<file path="src/rtl/uart_pkg.sv">
// uart_pkg: shared types and constants for the UART blocks.
//   - uart_state_e      : receiver frame state
//   - UART_DATA_BITS    : data bits per frame
//   - UART_OVERSAMPLE   : oversample ticks per bit
//   - MID_START_IDX / MID_BIT_IDX : os_cnt values at which the line is sampled
package uart_pkg;

    typedef enum logic [1:0] {
        IDLE  = 2'd0,
        START = 2'd1,
        DATA  = 2'd2,
        STOP  = 2'd3
    } uart_state_e;

    localparam int UART_DATA_BITS  = 8;
    localparam int UART_OVERSAMPLE = 16;

    // Start bit is checked half a bit in; data/stop are sampled one full bit later each.
    localparam logic [3:0] MID_START_IDX = 4'd7;
    localparam logic [3:0] MID_BIT_IDX   = 4'd15;
    localparam logic [2:0] LAST_BIT_IDX  = 3'(UART_DATA_BITS - 1);

endpackage

</file>
<file path="src/rtl/uart_tick_gen.sv">
// uart_tick_gen: free-running divider producing the oversample tick.
// Ports:
//   clk   : system clock (rising edge)
//   rst_n : asynchronous active-low reset
//   tick  : one-cycle pulse every TICK_DIV cycles (high when count = TICK_DIV-1)
module uart_tick_gen
    import uart_pkg::*;
#(
    parameter int TICK_DIV = 651
) (
    input  logic clk,
    input  logic rst_n,
    output logic tick
);

    localparam logic [15:0] CNT_LAST = 16'(TICK_DIV - 1);
    // tick is registered, so it is raised one count early to line up with CNT_LAST.
    localparam logic [15:0] CNT_PRE  = 16'(TICK_DIV - 2);

    logic [15:0] cnt_r;

    // Divider counter and registered tick strobe.
    always_ff @(posedge clk or negedge rst_n) begin
        if (!rst_n) begin
            cnt_r <= 16'd0;
            tick  <= 1'b0;
        end else begin
            if (cnt_r == CNT_LAST) begin
                cnt_r <= 16'd0;
            end else begin
                cnt_r <= cnt_r + 16'd1;
            end
            tick <= (cnt_r == CNT_PRE);
        end
    end

endmodule

</file>
<file path="src/rtl/uart_rx.sv">
// uart_rx: 8N1 UART receiver, LSB first, 16x oversampling, one-entry output buffer.
// Ports:
//   clk       : system clock (rising edge)
//   rst_n     : asynchronous active-low reset
//   rx        : asynchronous serial line, idles high
//   rx_data   : received byte, valid while rx_valid is high
//   rx_valid  : buffered byte available
//   rx_ready  : consumer accepts the byte when rx_valid is high
//   frame_err : one-cycle pulse when the stop bit is sampled low
//   overrun   : one-cycle pulse when a good byte is dropped because the buffer is full
module uart_rx
    import uart_pkg::*;
#(
    parameter int TICK_DIV = 651
) (
    input  logic       clk,
    input  logic       rst_n,
    input  logic       rx,
    output logic [7:0] rx_data,
    output logic       rx_valid,
    input  logic       rx_ready,
    output logic       frame_err,
    output logic       overrun
);

    logic        rx_meta_r;
    logic        rx_s_r;
    logic        tick_s;
    uart_state_e state_r;
    logic [3:0]  os_cnt_r;
    logic [2:0]  bit_cnt_r;
    logic [7:0]  shift_r;

    uart_tick_gen #(
        .TICK_DIV (TICK_DIV)
    ) u_tick_gen (
        .clk   (clk),
        .rst_n (rst_n),
        .tick  (tick_s)
    );

    // Two-flop synchronizer for the asynchronous serial line; resets to idle level.
    always_ff @(posedge clk or negedge rst_n) begin
        if (!rst_n) begin
            rx_meta_r <= 1'b1;
            rx_s_r    <= 1'b1;
        end else begin
            rx_meta_r <= rx;
            rx_s_r    <= rx_meta_r;
        end
    end

    // Frame state machine, shift register, output buffer and status pulses.
    always_ff @(posedge clk or negedge rst_n) begin
        if (!rst_n) begin
            state_r   <= IDLE;
            os_cnt_r  <= 4'd0;
            bit_cnt_r <= 3'd0;
            shift_r   <= 8'h00;
            rx_data   <= 8'h00;
            rx_valid  <= 1'b0;
            frame_err <= 1'b0;
            overrun   <= 1'b0;
        end else begin
            frame_err <= 1'b0;
            overrun   <= 1'b0;

            // Consumer handshake; a delivery below in the same cycle re-asserts valid.
            if (rx_valid && rx_ready) begin
                rx_valid <= 1'b0;
            end

            if (tick_s) begin
                case (state_r)
                    IDLE: begin
                        if (!rx_s_r) begin
                            state_r  <= START;
                            os_cnt_r <= 4'd0;
                        end
                    end
                    START: begin
                        os_cnt_r <= os_cnt_r + 4'd1;
                        if (os_cnt_r == MID_START_IDX) begin
                            if (!rx_s_r) begin
                                state_r   <= DATA;
                                os_cnt_r  <= 4'd0;
                                bit_cnt_r <= 3'd0;
                            end else begin
                                // Line went back high before mid start bit: glitch.
                                state_r <= IDLE;
                            end
                        end
                    end
                    DATA: begin
                        os_cnt_r <= os_cnt_r + 4'd1;
                        if (os_cnt_r == MID_BIT_IDX) begin
                            // LSB arrives first, so each new bit enters at the top.
                            shift_r   <= {rx_s_r, shift_r[7:1]};
                            os_cnt_r  <= 4'd0;
                            bit_cnt_r <= bit_cnt_r + 3'd1;
                            if (bit_cnt_r == LAST_BIT_IDX) begin
                                state_r <= STOP;
                            end
                        end
                    end
                    STOP: begin
                        os_cnt_r <= os_cnt_r + 4'd1;
                        if (os_cnt_r == MID_BIT_IDX) begin
                            state_r <= IDLE;
                            if (rx_s_r) begin
                                if (!rx_valid || rx_ready) begin
                                    rx_data  <= shift_r;
                                    rx_valid <= 1'b1;
                                end else begin
                                    overrun <= 1'b1;
                                end
                            end else begin
                                frame_err <= 1'b1;
                            end
                        end
                    end
                    default: begin
                        state_r <= IDLE;
                    end
                endcase
            end
        end
    end

endmodule
</file>
<file path="config.mk">
export PLATFORM = sky130hd
export DESIGN_NAME = uart_rx
export DESIGN_NICKNAME = d
export VERILOG_FILES = /design/src/rtl/uart_pkg.sv /design/src/rtl/uart_tick_gen.sv /design/src/rtl/uart_rx.sv
export SDC_FILE = /design/constraint.sdc
export NUM_CORES = 1
export LEC_CHECK = 0
export ABC_AREA = 0
export ABC_CLOCK_PERIOD_IN_PS = 2350
export BUFFER_PORTS_ARGS = -buffer_cell sky130_fd_sc_hd__buf_2
export CORE_MARGIN = 8
export CORE_UTILIZATION = 36
export CTS_BUF_LIST = sky130_fd_sc_hd__clkbuf_16
export DETAILED_ROUTE_END_ITERATION = 8
export GPL_ROUTABILITY_DRIVEN = 0
export GPL_TIMING_DRIVEN = 0
export SLEW_MARGIN = 20
export SYNTH_ARGS = -nofsm -noshare
export SYNTH_HDL_FRONTEND = slang
export SYNTH_SLANG_ARGS = --single-unit
</file>
<file path="constraint.sdc">
create_clock -name clk -period 2.35 [get_ports clk]
set_clock_uncertainty 0.2 [all_clocks]
set_input_delay 0.235 -clock clk [delete_from_list [all_inputs] [get_ports clk]]
set_output_delay 0.235 -clock clk [all_outputs]
set_load 0.1 [all_outputs]
</file>
# == Word-level counts from Yosys, hierarchy flattened ==
# Cells that the tools add are included.
# totals
regBits,47
latch_bits,0
ramBits,0
romBits,0
out_inout_bits,11
word_cells,71
n_memories,0
# op_classes
addsub,3
n_mul,0
div,0
magnitude_cmp,0
eq_ne,14
n_shift,0
muxes,32
n_bitwise,0
n_reduce_logical,10
# op_table
cell,n
$eq 16x10->1 const B,2
$add 16x1->16 const B,1
$mux 16,1
$mux 4,4
$pmux 4 s4,1
$mux 1,15
$mux 2,6
$ne 2x2->1 const B,6
$reduce_and 5->1,2
$mux 3,3
$pmux 2 s4,1
$pmux 3 s2,1
$reduce_and 6->1,1
$add 4x1->4 const B,1
$eq 2x2->1 const B,2
$eq 4x3->1 const B,1
$eq 4x4->1 const B,1
$add 3x1->3 const B,1
$eq 3x3->1 const B,1
$reduce_and 3->1,1
$eq 2x1->1 const B,1
$logic_not 2->1,1
$reduce_and 2->1,1
$reduce_bool 2->1,1
other kinds (3),3

# == Longest topological paths before layout ==
# Gate-level depths: netlist of run 1.
# logic_depth
word_depth,7
ltp_mapped,5
ltp_nobuf,4

# == Hierarchy ==
# Synthesis of run 1 repeated with hierarchy kept, for this count alone.
# unflattened
cells_unflattened,170
hier_area_um2,2094.5
# modules_own_cells
mod,instances,cells_per_inst,area_each_um2
uart_rx,1,98,1295.0
uart_tick_gen,1,72,799.5

# == Worst setup path after synthesis of run 1 ==
# No wires, ideal clock.
# synth_path
path_kind,reg2reg
startpoint,reg rx_valid
endpoint,reg rx_data[0]
setup_ns,0.126
arrival_ns,1.679
required_time_ns,2.024
setup_slack_ns,0.345
path_stages_with_launch,4
period_less_slack_ns,2.005
cell_sequence,dfrtp_1 -> nand2b_1 -> nand4_2 -> mux2_2
# synth_between
elab_chain_len,3
# synth_rtl
element,line,source
start: declaration,uart_rx.sv:20,"output logic rx_valid,"
start signal: assignment,uart_rx.sv:61,rx_valid <= 1'b0;
start signal: assignment,uart_rx.sv:70,rx_valid <= 1'b0;
start signal: assignment,uart_rx.sv:113,rx_valid <= 1'b1;
$logic_not 1->1,uart_rx.sv:111,if (!rx_valid || rx_ready) begin
$logic_or 1x1->1,uart_rx.sv:111,
$reduce_and 5->1 (no line),-,
end signal: assignment,uart_rx.sv:112,rx_data <= shift_r;
end: declaration,uart_rx.sv:19,"output logic [7:0] rx_data,"
# Every way passes these cells.
# A chain may end at the register's enable or synchronous reset.

# == Worst setup path in the final report of run 1 ==
# layout_path
startpoint,reg os_cnt_r[0]
endpoint,reg rx_data[4]
# layout_between
elab_chain_len,2
# layout_rtl
element,line,source
start: declaration,uart_rx.sv:30,logic [3:0] os_cnt_r;
start signal: assignment,uart_rx.sv:82,os_cnt_r <= os_cnt_r + 4'd1;
start signal: assignment,uart_rx.sv:95,os_cnt_r <= os_cnt_r + 4'd1;
start signal: assignment,uart_rx.sv:107,os_cnt_r <= os_cnt_r + 4'd1;
$eq 4x4->1,uart_rx.sv:108,if (os_cnt_r == MID_BIT_IDX) begin
$reduce_and 5->1 (no line),-,
# Every way passes these cells.

==> metrics.txt, run 1 <==
# TYPE chip_impl_metric gauge
chip_impl_metric{name="dr.first_iter.drc_count",unit=""} 33
chip_impl_metric{name="worst_hold_path_cells",unit=""} 3
chip_impl_metric{name="power.density",unit="nW/um^2"} 647.3
chip_impl_info{name="end_kind",value="register"} 1
chip_impl_metric{name="fmax",unit="GHz"} 0.4745
chip_impl_metric{name="firstDrtPassIters",unit=""} 4
chip_impl_metric{name="fillers",unit=""} 563
chip_impl_metric{name="area.sequential",unit="um^2"} 1179
chip_impl_info{name="hold_path_startpoint",value="rx_ready"} 1
chip_impl_metric{name="yosys.cell_types.count",unit=""} 45
chip_impl_metric{name="full_die_area",unit="um^2"} 8687
chip_impl_metric{name="timing.critical_path.buf_inv",unit=""} 1
chip_impl_metric{name="synth_seq_area_share",unit="%"} 54.93
chip_impl_metric{name="synth_fp_nets",unit=""} 188
chip_impl_info{name="critPathSlowestCell",value="dfrtp_1"} 1
chip_impl_metric{name="cts-resized-gates",unit=""} 0
chip_impl_metric{name="maxSlewHeadroom",unit="%"} 60.17
chip_impl_metric{name="routed-wl-met2",unit="um"} 1683
chip_impl_metric{name="clock_transition_at_the_registers_of_the_reported_paths",unit="ps"} 60
chip_impl_metric{name="setup_tns",unit="ps"} 0
chip_impl_info{name="setup.worst_path.class",value="register to register"} 1
chip_impl_metric{name="final-setup-viol-count",unit=""} 0
chip_impl_metric{name="critical_path_depth_in_cells",unit=""} 5
chip_impl_metric{name="synth-seq-cells",unit=""} 47
chip_impl_metric{name="tritoncts.num_buffers",unit=""} 5
chip_impl_metric{name="worst-r2r-cell-count",unit=""} 5
chip_impl_metric{name="critical_path_required",unit="ps"} 2310
chip_impl_metric{name="detailedPlacementHpwl",unit="um"} 2473
chip_impl_metric{name="synth_area",unit="um^2"} 2146
chip_impl_info{name="rr_startpoint",value="os_cnt_r[0]"} 1
chip_impl_info{name="crit_chain",value="ha_1, and4_1, clkbuf_1, nand4_2, mux2_2"} 1
chip_impl_metric{name="flop2flop_setup_slack",unit="ps"} 240
chip_impl_metric{name="arrival_time_of_data_at_the_critical_path_endpoint",unit="ps"} 2070
chip_impl_metric{name="detail_route.vias_per_cell",unit=""} 4.953
chip_impl_metric{name="grt_remaining_overflow",unit=""} 0
chip_impl_metric{name="post_cts.repair.setup_buffers",unit=""} 0
chip_impl_metric{name="row_count",unit=""} 28
chip_impl_info{name="cts_root_buffer",value="clkbuf_16"} 1
chip_impl_metric{name="dr_total_vias",unit=""} 1372
chip_impl_info{name="worstSetupStartpointType",value="register"} 1
chip_impl_metric{name="hold_violations",unit=""} 0
chip_impl_metric{name="routed_wire_length_per_instance",unit="um"} 13.03
chip_impl_metric{name="wl_met1",unit="um"} 1747
chip_impl_metric{name="grt.total_usage",unit="%"} 9.120
chip_impl_metric{name="synthToLayoutAreaGrowth",unit="%"} 16.33
chip_impl_metric{name="design.final.nets",unit=""} 211
chip_impl_metric{name="first_global_vias",unit=""} 1377
chip_impl_metric{name="largest_net_degree_at_the_start_of_global_routing",unit=""} 48
chip_impl_metric{name="vdd_drop_max",unit="V"} 0.0003283
chip_impl_info{name="critPathTopFamily",value="simple AND/OR/NAND/NOR gates"} 1
chip_impl_metric{name="timing.max_cap.violations",unit=""} 0
chip_impl_metric{name="initial_core_util",unit="%"} 36.68
chip_impl_metric{name="synth-warning-count",unit=""} 0
chip_impl_metric{name="routed_wirelength",unit="um"} 3609
chip_impl_info{name="tritoncts",value="built"} 1
chip_impl_metric{name="netlist_instances",unit=""} 178
chip_impl_metric{name="grt_first_pass_wirelength",unit="um"} 6458
chip_impl_info{name="worst_hold_path.endpoint",value="overrun"} 1
chip_impl_metric{name="p_leak",unit="uW"} 0.001193
chip_impl_metric{name="cts_max_path_buffers",unit=""} 2
chip_impl_metric{name="antenna_found_initial",unit=""} 0
chip_impl_info{name="worstReg2RegEnd",value="rx_data[4]"} 1
chip_impl_info{name="highest_layer",value="met4"} 1
chip_impl_metric{name="clkSinkCount",unit=""} 47
chip_impl_metric{name="layout-drive-gt1-share",unit="%"} 24.75
chip_impl_metric{name="syn_avg_cell_area",unit="um^2"} 12.06
chip_impl_metric{name="report.power.total",unit="uW"} 1616
chip_impl_metric{name="area_taken_by_multi_input_logic_gates",unit="um^2"} 904.6
chip_impl_metric{name="cts-hold-fix-buffers",unit=""} 2
chip_impl_metric{name="design.portCount",unit=""} 15
chip_impl_metric{name="latest_clock_arrival_within_the_worst_skew_pair",unit="ps"} 280
chip_impl_info{name="outcome",value="complete, no violations"} 1
chip_impl_metric{name="htree_levels",unit=""} 2
chip_impl_metric{name="critPathMaxFanout",unit=""} 8
chip_impl_metric{name="port_buffers",unit=""} 14
chip_impl_info{name="worst_hold_path_type",value="input port to register"} 1
chip_impl_metric{name="worst-slew-pin-transition",unit="ps"} 597.4
chip_impl_metric{name="layout_worst_path_cycle_share",unit="%"} 89.69
chip_impl_metric{name="die_h",unit="um"} 93.21
chip_impl_metric{name="cpPeakStageDelay",unit="ps"} 400
chip_impl_info{name="unrepaired_setup_endpoints_after_global_routing",value="false"} 1
chip_impl_metric{name="route.antenna.remaining_nets",unit=""} 0
chip_impl_metric{name="post-route-drc-count",unit=""} 0
chip_impl_metric{name="route.met3.wl",unit="um"} 144
chip_impl_metric{name="die-width",unit="um"} 93.21
chip_impl_metric{name="core_region_area",unit="um^2"} 5851
chip_impl_metric{name="finalWorstPathRequiredPeriod",unit="ps"} 2108
chip_impl_metric{name="timing_max_transition_violations_final",unit=""} 0
chip_impl_metric{name="antenna-diode-count",unit=""} 0
per-stage QoR:
stage	worst slack (ps)	util (%)	hold slack [ps]	cell area [um^2]	cells
floorplan	345.4	-	-260.6	2146	178
global placement	254.7	39.48	141.9	2310	267
detailed placement	260.8	39.48	141.9	2310	267
CTS	242.7	42.62	62.86	2494	277
global route	71.18	42.66	89.37	2496	277
finish	242.4	42.66	62.02	2496	277
cell type report:
cell class / count / share of cell area, %
Buffer: 7 / 1.303
Timing Repair Buffer: 16 / 3.709
Clock inverter: 3 / 1.554
Tap cell: 75 / 3.759
Sequential cell: 47 / 47.22
Clock buffer: 5 / 5.013
Multi-Input combinational cell: 116 / 36.24
Inverter: 8 / 1.203
worst max-delay path by stage:
stage | start | to | slack, ps
after CTS | os_cnt_r[0] | rx_data[7] | 240
after floorplan | rx_valid | rx_data[0] | 350
after detailed placement | os_cnt_r[0] | rx_data[7] | 260
after global placement | os_cnt_r[0] | rx_data[4] | 250
final | os_cnt_r[0] | rx_data[4] | 240
after global routing | os_cnt_r[0] | rx_data[7] | 70
worst register-to-register path: stages (launching register included):
cell      delay, ps
dfrtp_1         400
ha_1            310
and4_1          220
clkbuf_1        200
nand4_2         300
mux2_2          360
cell families after synthesis:
group,Yosys count,share of synthesized area (%)
xor gates and xnor gates,12,4.898
DFF,47,54.93
adders and majority gates,6,3.498
buffers and inverters,15,2.915
muxes,18,9.388
and+or+nand+nor,54,16.09
AOI/OAI and AO/OA,26,8.281
cells in the final DEF, fill, tap and decap left out, types with 2 or more instances in the layout:
cell,n
o2bb2ai_1,2
nor2_1,5
mux2_2,17
and2_1,2
nand3_1,9
dlygate4sd3_1,2
a22oi_1,3
nor3_1,4
nand4_1,3
dfstp_2,2
nor4_1,4
a22o_1,2
nand2_1,8
a21oi_1,8
nand2b_1,2
xnor2_1,3
o21ai_0,3
buf_2,18
clkbuf_1,2
inv_1,8
o2111ai_1,2
clkbuf_16,5
and3_1,2
xor2_1,9
dfrtp_1,45
ha_1,6
or4_1,2
sequential cells by signal, summed over array words and instances (netlist names), named ones only:
signal and count:
rx_s_r 1, u_tick_gen.tick 1, bit_cnt_r 3, u_tick_gen.cnt_r 16
overrun 1, rx_valid 1, rx_data 8, os_cnt_r 4
rx_meta_r 1, shift_r 8, state_r 1, frame_err 1
cell usage after synthesis (all sizes together):
master | n | share of area [%]
o21ai | 3 | 0.70
and2 | 2 | 0.58
nand2b | 2 | 0.58
nor2b | 1 | 0.29
nand4 | 4 | 1.5
mux2i | 1 | 0.47
nor3 | 4 | 0.93
nor3b | 1 | 0.35
o2bb2ai | 2 | 0.82
nand4b | 1 | 0.41
or3 | 1 | 0.29
nor4 | 5 | 2.2
inv | 8 | 1.4
o31ai | 1 | 0.35
o221ai | 1 | 0.41
o2111ai | 2 | 0.82
or4 | 3 | 1.2
or4b | 3 | 1.6
nand4bb | 1 | 0.52
buf | 5 | 1.2
a22o | 2 | 0.82
a21oi | 8 | 1.9
and4 | 1 | 0.41
xnor2 | 3 | 1.2
dfstp | 2 | 2.4
nand3 | 9 | 2.1
and3 | 2 | 0.58
o31a | 1 | 0.41
a22oi | 3 | 1.0
nand3b | 1 | 0.35
clkbuf | 2 | 0.35
o211ai | 1 | 0.35
xor2 | 9 | 3.7
nand2 | 8 | 1.4
o21a | 1 | 0.35
a21o | 1 | 0.35
dfrtp | 45 | 52
mux2 | 17 | 8.9
ha | 6 | 3.5
nor2 | 5 | 0.87
where the power goes:
group | total, uW | internal [uW] | leakage [uW] | switching [uW]
logic | 23.1 | 5.85 | 0.000476 | 17.2
clock network | 778 | 496 | 0.0000812 | 283
registers | 814 | 812 | 0.000636 | 1.98
total | 1620 | 1310 | 0.00119 | 302
metal layers:
metal / global-route usage [%] / vias to the layer above
met5: 0 / -
met4: 2.819 / 0
met3: 3.205 / 5
met2: 14.50 / 13
met1: 11.34 / 658
li1: - / 696
Power figures use the tool's default switching activity.
==> run 2: changes to the inputs <==
--- a/config.mk
+++ b/config.mk
@@ -6,11 +6,12 @@
 export NUM_CORES = 1
 export LEC_CHECK = 0
 export ABC_AREA = 0
-export ABC_CLOCK_PERIOD_IN_PS = 2350
+export ABC_CLOCK_PERIOD_IN_PS = 2080
 export BUFFER_PORTS_ARGS = -buffer_cell sky130_fd_sc_hd__buf_2
 export CORE_MARGIN = 8
 export CORE_UTILIZATION = 36
 export CTS_BUF_LIST = sky130_fd_sc_hd__clkbuf_16
+export CTS_CLUSTER_DIAMETER = 30
 export DETAILED_ROUTE_END_ITERATION = 8
 export GPL_ROUTABILITY_DRIVEN = 0
 export GPL_TIMING_DRIVEN = 0
==> constraint.sdc (replaced) <==
create_clock -name clk -period 2.08 [get_ports clk]
set_clock_uncertainty 0.2 [all_clocks]
set_input_delay 0.208 -clock clk [delete_from_list [all_inputs] [get_ports clk]]
set_output_delay 0.208 -clock clk [all_outputs]
set_load 0.1 [all_outputs]
==> run 2 against run 1 <==
  * Final area up 0.30%
  * Core utilization up 0.13 points
  * First-iteration DRC count down 6.1%
  * Non-clock buffer count down 1
  * Setup slack worse by 100 ps
  * Critical path depth down 2
==> metrics.txt, run 2 (synthesis results as in run 1) <==
# TYPE chip_impl_metric gauge
chip_impl_info{name="timing.critical_path.from",value="u_tick_gen.cnt_r[8]"} 1
chip_impl_info{name="hold_path_startpoint",value="rx_ready"} 1
chip_impl_info{name="end_kind",value="register"} 1
chip_impl_metric{name="critical_path_required",unit="ps"} 2020
chip_impl_metric{name="fmax",unit="GHz"} 0.5148
chip_impl_metric{name="grt_first_pass_wirelength",unit="um"} 6458
chip_impl_metric{name="cts_max_path_buffers",unit=""} 2
chip_impl_metric{name="core_region_area",unit="um^2"} 5851
chip_impl_info{name="biggest_registers_after_layout",value="u_tick_gen.cnt_r x16, rx_data x8, shift_r x8"} 1
chip_impl_info{name="layout_commonest_cell",value="dfrtp_1"} 1
chip_impl_metric{name="worst_hold_path_cells",unit=""} 3
chip_impl_metric{name="postPlaceCellArea",unit="um^2"} 2310
chip_impl_info{name="cts_root_buffer",value="clkbuf_16"} 1
chip_impl_metric{name="synthToLayoutAreaGrowth",unit="%"} 16.68
chip_impl_metric{name="row_count",unit=""} 28
chip_impl_metric{name="first_global_vias",unit=""} 1377
chip_impl_metric{name="vdd_drop_max",unit="V"} 0.0003712
chip_impl_metric{name="maxSlewHeadroom",unit="%"} 60.61
chip_impl_metric{name="power_switching_share",unit="%"} 18.77
chip_impl_metric{name="dr_total_vias",unit=""} 1373
chip_impl_info{name="unrepaired_setup_endpoints_after_global_routing",value="false"} 1
chip_impl_metric{name="detail_route.vias_per_cell",unit=""} 4.975
chip_impl_metric{name="report.power.total",unit="uW"} 1828
chip_impl_metric{name="design.portCount",unit=""} 15
chip_impl_metric{name="route.antenna.remaining_nets",unit=""} 0
chip_impl_info{name="top_register",value="u_tick_gen.cnt_r"} 1
chip_impl_info{name="outcome",value="complete, no violations"} 1
chip_impl_info{name="rr_startpoint",value="u_tick_gen.cnt_r[8]"} 1
chip_impl_metric{name="layout-drive-gt1-share",unit="%"} 25.37
chip_impl_metric{name="dr.first_iter.drc_count",unit=""} 31
chip_impl_metric{name="timing_max_transition_violations_final",unit=""} 0
chip_impl_metric{name="power.share.sequential",unit="%"} 50.4
chip_impl_metric{name="layout_worst_path_cycle_share",unit="%"} 93.39
chip_impl_metric{name="final-setup-viol-count",unit=""} 0
chip_impl_metric{name="port_buffers",unit=""} 14
chip_impl_metric{name="finalWorstPathRequiredPeriod",unit="ps"} 1943
chip_impl_info{name="layout.cells.most_common_list",value="dfrtp_1, buf_2, mux2_2"} 1
chip_impl_metric{name="stdcell_area",unit="um^2"} 2504
chip_impl_metric{name="initial_core_util",unit="%"} 36.68
chip_impl_metric{name="detailedPlacementHpwl",unit="um"} 2473
chip_impl_info{name="tritoncts",value="built"} 1
chip_impl_metric{name="firstDrtPassIters",unit=""} 4
chip_impl_metric{name="cellInternalPower",unit="uW"} 1485
chip_impl_metric{name="full_die_area",unit="um^2"} 8687
chip_impl_metric{name="hold_violations",unit=""} 0
chip_impl_metric{name="arrival_time_of_data_at_the_critical_path_endpoint",unit="ps"} 1880
chip_impl_metric{name="combinationalPowerShare",unit="%"} 1.4
chip_impl_metric{name="htree_levels",unit=""} 2
chip_impl_metric{name="critPathMaxFanout",unit=""} 7
chip_impl_metric{name="timing.max_cap.violations",unit=""} 0
chip_impl_metric{name="post-route-drc-count",unit=""} 0
chip_impl_metric{name="latest_clock_arrival_within_the_worst_skew_pair",unit="ps"} 280
chip_impl_metric{name="fillers",unit=""} 562
chip_impl_info{name="worst_hold_path_type",value="input port to register"} 1
chip_impl_metric{name="design.final.nets",unit=""} 210
chip_impl_metric{name="power.net_switching",unit="uW"} 343.1
chip_impl_metric{name="clock_transition_at_the_registers_of_the_reported_paths",unit="ps"} 60
chip_impl_metric{name="grt_remaining_overflow",unit=""} 0
chip_impl_metric{name="clkSinkCount",unit=""} 47
chip_impl_metric{name="power.share.clock",unit="%"} 48.2
chip_impl_metric{name="tritoncts.num_buffers",unit=""} 5
chip_impl_metric{name="largest_net_degree_at_the_start_of_global_routing",unit=""} 48
chip_impl_metric{name="worst-slew-pin-transition",unit="ps"} 590.9
chip_impl_metric{name="p_leak",unit="uW"} 0.001196
chip_impl_info{name="setup.worst_path.class",value="register to register"} 1
chip_impl_metric{name="die-width",unit="um"} 93.21
chip_impl_metric{name="antenna_found_initial",unit=""} 0
chip_impl_metric{name="routed_wire_length_per_instance",unit="um"} 13.07
chip_impl_info{name="worstSetupStartpointType",value="register"} 1
chip_impl_metric{name="worst-r2r-cell-count",unit=""} 3
chip_impl_metric{name="max_ffs_per_register",unit=""} 16
chip_impl_metric{name="antenna-diode-count",unit=""} 0
chip_impl_metric{name="grt.total_usage",unit="%"} 9.120
chip_impl_metric{name="power.density",unit="nW/um^2"} 730.0
chip_impl_metric{name="die_h",unit="um"} 93.21
chip_impl_metric{name="routed_wirelength",unit="um"} 3606
==> run 2: changes by cell type in the layout (fill, tap and decap cells not counted), sizes merged <==
| cell | previous run | this run |
|---|---|---|
| clkbuf | 7 | 6 |
==> run 2: per-layer routing <==
| layer | track usage, % | routed length, um | up-vias |
|---|---|---|---|
| met2 | 14.50 | 1690 | 13 |
| met5 | 0 | 0 | - |
| met3 | 3.205 | 144 | 5 |
| li1 | - | - | 692 |
| met4 | 2.819 | 33 | 0 |
| met1 | 11.34 | 1737 | 663 |
==> run 2: final cells by class <==
| class | instances | area (um^2) | area share, % |
|---|---|---|---|
| plain buffers | 6 | 28.78 | 1.149 |
| inverters | 8 | 30.03 | 1.199 |
| flip-flops and latches | 47 | 1179 | 47.08 |
| multi-input cells | 116 | 915.9 | 36.58 |
| clock inverters | 3 | 38.79 | 1.549 |
| well taps | 75 | 93.84 | 3.748 |
| repair buffers | 16 | 92.59 | 3.698 |
| clock buffers | 5 | 125.1 | 4.998 |
==> run 2: critical path: stages, from the launching register on <==
cell and delay [ps]:
dfrtp_1 430, or4b_4 560, nor4_4 450, a22oi_1 160
==> run 2: stage by stage <==
step                setup TNS [ps]  instances  hold WS (ps)  utilization (%)  setup WS [ps]
floorplan                        0        178        -287.6                -          75.44
global placement            -82.97        267         114.9            39.48         -15.30
detailed placement          -36.81        267         114.9            39.48         -9.156
CTS                              0        277         71.80            42.77          55.60
global route                     0        276         96.91            42.79          44.84
finish                           0        276         75.84            42.79          137.5
==> run 2: final timing paths <==
path                                  endpoint  slack, ps
max                        u_tick_gen.cnt_r[7]        140
min                                    overrun         80
max reg2reg                u_tick_gen.cnt_r[7]        140
min reg2reg                             rx_s_r        160
max in group asynchronous           rx_data[5]       1010
min in group asynchronous          os_cnt_r[0]        270
==> run 2: power by group through the flow <==
stage	Combinational (uW)	Clock (uW)	Sequential, uW
after floorplan	2.73	0	936
after detailed placement	24.3	0	937
after global routing	31.7	948	920
final	25.9	882	920
after CTS	27.4	907	920
after global placement	24.1	0	937
==> run 2: timing repair <==
action                                 in CTS  in global routing
gates resized for setup                     1                  1
hold buffers                                2                  0
setup endpoints to repair                   8                  8
endpoints found under the hold margin      46                  0
buffers inserted                            0                  0
==> run 3: changes to the inputs <==
--- a/config.mk
+++ b/config.mk
@@ -18,4 +18,5 @@
 export SLEW_MARGIN = 20
 export SYNTH_ARGS = -nofsm -noshare
 export SYNTH_HDL_FRONTEND = slang
+export SYNTH_HIERARCHICAL = 1
 export SYNTH_SLANG_ARGS = --single-unit
==> run 3 against run 2 <==
  * The run now ends with negative hold slack left
  * Sequential share of layout area increased by 0.67 points
  * Die area decreased by 2.0%
  * Core utilization increased by 1.5 points
  * Critical path type unchanged
  * Synthesized cell count decreased by 4.5%
  * Combinational power decreased by 12%
  * Global-route usage decreased by 0.29 points
  * Register-to-register slack got worse by 30 ps
  * First-iteration DRC count increased by 39%
  * Non-clock buffer count decreased by 1
==> metrics.txt, run 3 <==
# TYPE chip_impl_metric gauge
chip_impl_metric{name="synthToLayoutAreaGrowth",unit="%"} 17.86
chip_impl_metric{name="p_leak",unit="uW"} 0.001202
chip_impl_metric{name="latest_clock_arrival_within_the_worst_skew_pair",unit="ps"} 280
chip_impl_metric{name="first_global_vias",unit=""} 1318
chip_impl_metric{name="synth_seq_area_share",unit="%"} 56.27
chip_impl_metric{name="die_h",unit="um"} 92.28
chip_impl_info{name="post_synth_main_area_contributors",value="dfrtp_1, mux2_2, ha_1"} 1
chip_impl_info{name="end_kind",value="register"} 1
chip_impl_metric{name="detail_route.vias_per_cell",unit=""} 4.962
chip_impl_metric{name="netlist_instances",unit=""} 170
chip_impl_info{name="setup.worst_path.class",value="register to register"} 1
chip_impl_metric{name="maxSlewHeadroom",unit="%"} 61.43
chip_impl_metric{name="synth-warning-count",unit=""} 6
chip_impl_info{name="cts_root_buffer",value="clkbuf_16"} 1
chip_impl_metric{name="timing_max_transition_violations_final",unit=""} 0
chip_impl_metric{name="grt_first_pass_wirelength",unit="um"} 6203
chip_impl_metric{name="synth_edf_count",unit=""} 0
chip_impl_metric{name="row_count",unit=""} 27
chip_impl_metric{name="fmax",unit="GHz"} 0.5060
chip_impl_metric{name="design.final.nets",unit=""} 203
chip_impl_metric{name="finalWorstPathRequiredPeriod",unit="ps"} 1976
chip_impl_metric{name="htree_levels",unit=""} 2
chip_impl_metric{name="dr_total_vias",unit=""} 1320
chip_impl_info{name="dominantRegCellSynth",value="dfrtp_1"} 1
chip_impl_info{name="worstSetupStartpointType",value="register"} 1
chip_impl_metric{name="core_region_area",unit="um^2"} 5574
chip_impl_metric{name="initial_core_util",unit="%"} 37.58
chip_impl_info{name="highest_layer",value="met4"} 1
chip_impl_info{name="layout_commonest_cell",value="dfrtp_1"} 1
chip_impl_metric{name="max_ffs_per_register",unit=""} 16
chip_impl_info{name="worst_hold_path_type",value="input port to register"} 1
chip_impl_metric{name="grt.total_usage",unit="%"} 8.828
chip_impl_metric{name="setup_tns",unit="ps"} 0
chip_impl_metric{name="detailedPlacementHpwl",unit="um"} 2308
chip_impl_metric{name="worst-slew-pin-transition",unit="ps"} 578.6
chip_impl_metric{name="layout_worst_path_cycle_share",unit="%"} 95.02
chip_impl_metric{name="dr.first_iter.drc_count",unit=""} 43
chip_impl_metric{name="hold_violations",unit=""} 1
chip_impl_metric{name="clkSinkCount",unit=""} 47
chip_impl_info{name="top_register",value="u_tick_gen/cnt_r"} 1
chip_impl_metric{name="final-setup-viol-count",unit=""} 0
chip_impl_metric{name="routed_wirelength",unit="um"} 3387
chip_impl_metric{name="routed_wire_length_per_instance",unit="um"} 12.73
chip_impl_info{name="synth.most_common_cell",value="dfrtp_1"} 1
chip_impl_metric{name="timing.max_cap.violations",unit=""} 0
chip_impl_metric{name="port_buffers",unit=""} 14
chip_impl_metric{name="design.portCount",unit=""} 15
chip_impl_metric{name="timing.hold.ws",unit="ps"} -0.3446
chip_impl_metric{name="synth_fp_nets",unit=""} 180
chip_impl_metric{name="clock_transition_at_the_registers_of_the_reported_paths",unit="ps"} 60
chip_impl_metric{name="critical_path_required",unit="ps"} 2050
chip_impl_metric{name="post-route-drc-count",unit=""} 0
chip_impl_metric{name="post_cts.repair.setup_buffers",unit=""} 0
chip_impl_metric{name="fin_util",unit="%"} 44.29
chip_impl_metric{name="wl_met1",unit="um"} 1625
chip_impl_info{name="synthDominantAreaCellType",value="dfrtp_1"} 1
chip_impl_metric{name="synth_area",unit="um^2"} 2095
chip_impl_info{name="tritoncts",value="built"} 1
chip_impl_metric{name="antenna_found_initial",unit=""} 0
chip_impl_metric{name="antenna-diode-count",unit=""} 0
chip_impl_metric{name="power.density",unit="nW/um^2"} 787.6
chip_impl_metric{name="die-width",unit="um"} 92.28
chip_impl_metric{name="syn_avg_cell_area",unit="um^2"} 12.32
chip_impl_metric{name="layout-drive-gt1-share",unit="%"} 28.87
chip_impl_metric{name="routed-wl-met2",unit="um"} 1562
chip_impl_metric{name="synth-async-reset-ratio",unit="%"} 100.0
chip_impl_metric{name="firstDrtPassIters",unit=""} 4
chip_impl_info{name="violations",value="negative hold slack"} 1
chip_impl_info{name="layout.cells.most_common_list",value="dfrtp_1, mux2_2, buf_2, nor2_1, nand2_1"} 1
chip_impl_metric{name="full_die_area",unit="um^2"} 8515
chip_impl_metric{name="grt_remaining_overflow",unit=""} 0
chip_impl_metric{name="arrival_time_of_data_at_the_critical_path_endpoint",unit="ps"} 1940
chip_impl_info{name="outcome",value="finished, violations left"} 1
chip_impl_info{name="unrepaired_setup_endpoints_after_global_routing",value="false"} 1
chip_impl_metric{name="yosys.cell_types.count",unit=""} 38
chip_impl_metric{name="largest_net_degree_at_the_start_of_global_routing",unit=""} 48
chip_impl_metric{name="vdd_drop_max",unit="V"} 0.0003537
chip_impl_info{name="biggest_registers_after_layout",value="u_tick_gen/cnt_r x16, rx_data x8, shift_r x8"} 1
chip_impl_metric{name="critPathMaxFanout",unit=""} 8
chip_impl_metric{name="post-synth-top-area-fraction",unit="%"} 53.76
chip_impl_metric{name="route.met3.wl",unit="um"} 152
chip_impl_info{name="synth.cells.most_frequent",value="dfrtp_1, mux2_2, nor2_1, nand2_1"} 1
chip_impl_metric{name="route.antenna.remaining_nets",unit=""} 0
chip_impl_metric{name="synth-seq-cells",unit=""} 47
chip_impl_metric{name="cts_max_path_buffers",unit=""} 2
chip_impl_metric{name="tritoncts.num_buffers",unit=""} 5
-- run 3: metrics by stage --
| stage | hold slack, ps | cells | worst slack (ps) | power, uW | instance area (um^2) |
|---|---|---|---|---|---|
| floorplan | -287.6 | 170 | 119.0 | 937.1 | 2095 |
| global placement | 115.2 | 256 | 84.15 | 959.1 | 2255 |
| detailed placement | 116.6 | 256 | 63.20 | 959.1 | 2255 |
| CTS | 4.999 | 266 | 49.04 | 1972 | 2464 |
| global route | 16.69 | 266 | 9.082 | 2012 | 2469 |
| finish | -0.3446 | 266 | 103.7 | 1944 | 2469 |
-- run 3: path summary, 6_finish.rpt --
path	to	depth (start not counted)	startpoint	slack, ps
worst min register to register	rx_s_r	0	rx_meta_r	150
max in group asynchronous	rx_data[7]	2	rst_n	1020
worst max-delay path	rx_data[5]	6	os_cnt_r[0]	100
worst max register to register	rx_data[5]	6	os_cnt_r[0]	100
worst min-delay path	overrun	3	rx_ready	-0.3
min in group asynchronous	os_cnt_r[3]	2	rst_n	260
-- run 3: logic make-up after synthesis --
kind of cell	count (synthesis)	share of synthesized area, %
simple gates	59	17.32
xor+xnor	15	6.273
mux	18	9.558
fa+ha+maj	6	3.584
compound gates	12	3.943
flops	47	56.27
buf+inv	13	3.047
-- run 3: worst max-delay path: stages, from the launching register on --
cell	delay [ps]
dfrtp_1	380
ha_2	260
and4_4	280
nand4_4	120
nor2b_2	140
buf_6	140
mux2_2	330
-- run 3: area by class of cell --
type / instances / area, um^2
fillers: 516 / 3105
flip-flops and latches: 47 / 1179
multi-input cells: 110 / 854.6
clock buffers: 5 / 125.1
repair buffers: 16 / 92.59
well taps: 72 / 90.09
clock inverters: 3 / 63.81
plain buffers: 5 / 33.78
inverters: 8 / 30.03
-- run 3: routing by layer --
metal / vias to the layer above / track usage, %
met4: 0 / 3.221
met5: - / 0
met1: 658 / 10.75
met3: 7 / 3.097
li1: 638 / -
met2: 17 / 14.06
-- run 3: timing repair --
item,4_1_cts,5_1_grt
hold endpoints to repair,46,0
endpoints found under the setup margin,0,8
resized for setup,0,1
hold buffers,2,0
-- run 3: power by group --
group          internal, uW  switching, uW  leakage (uW)
Combinational          5.27           17.5      0.000472
Clock                   683            317     0.0000952
Sequential              918           3.05      0.000636
Total                  1610            338       0.00120
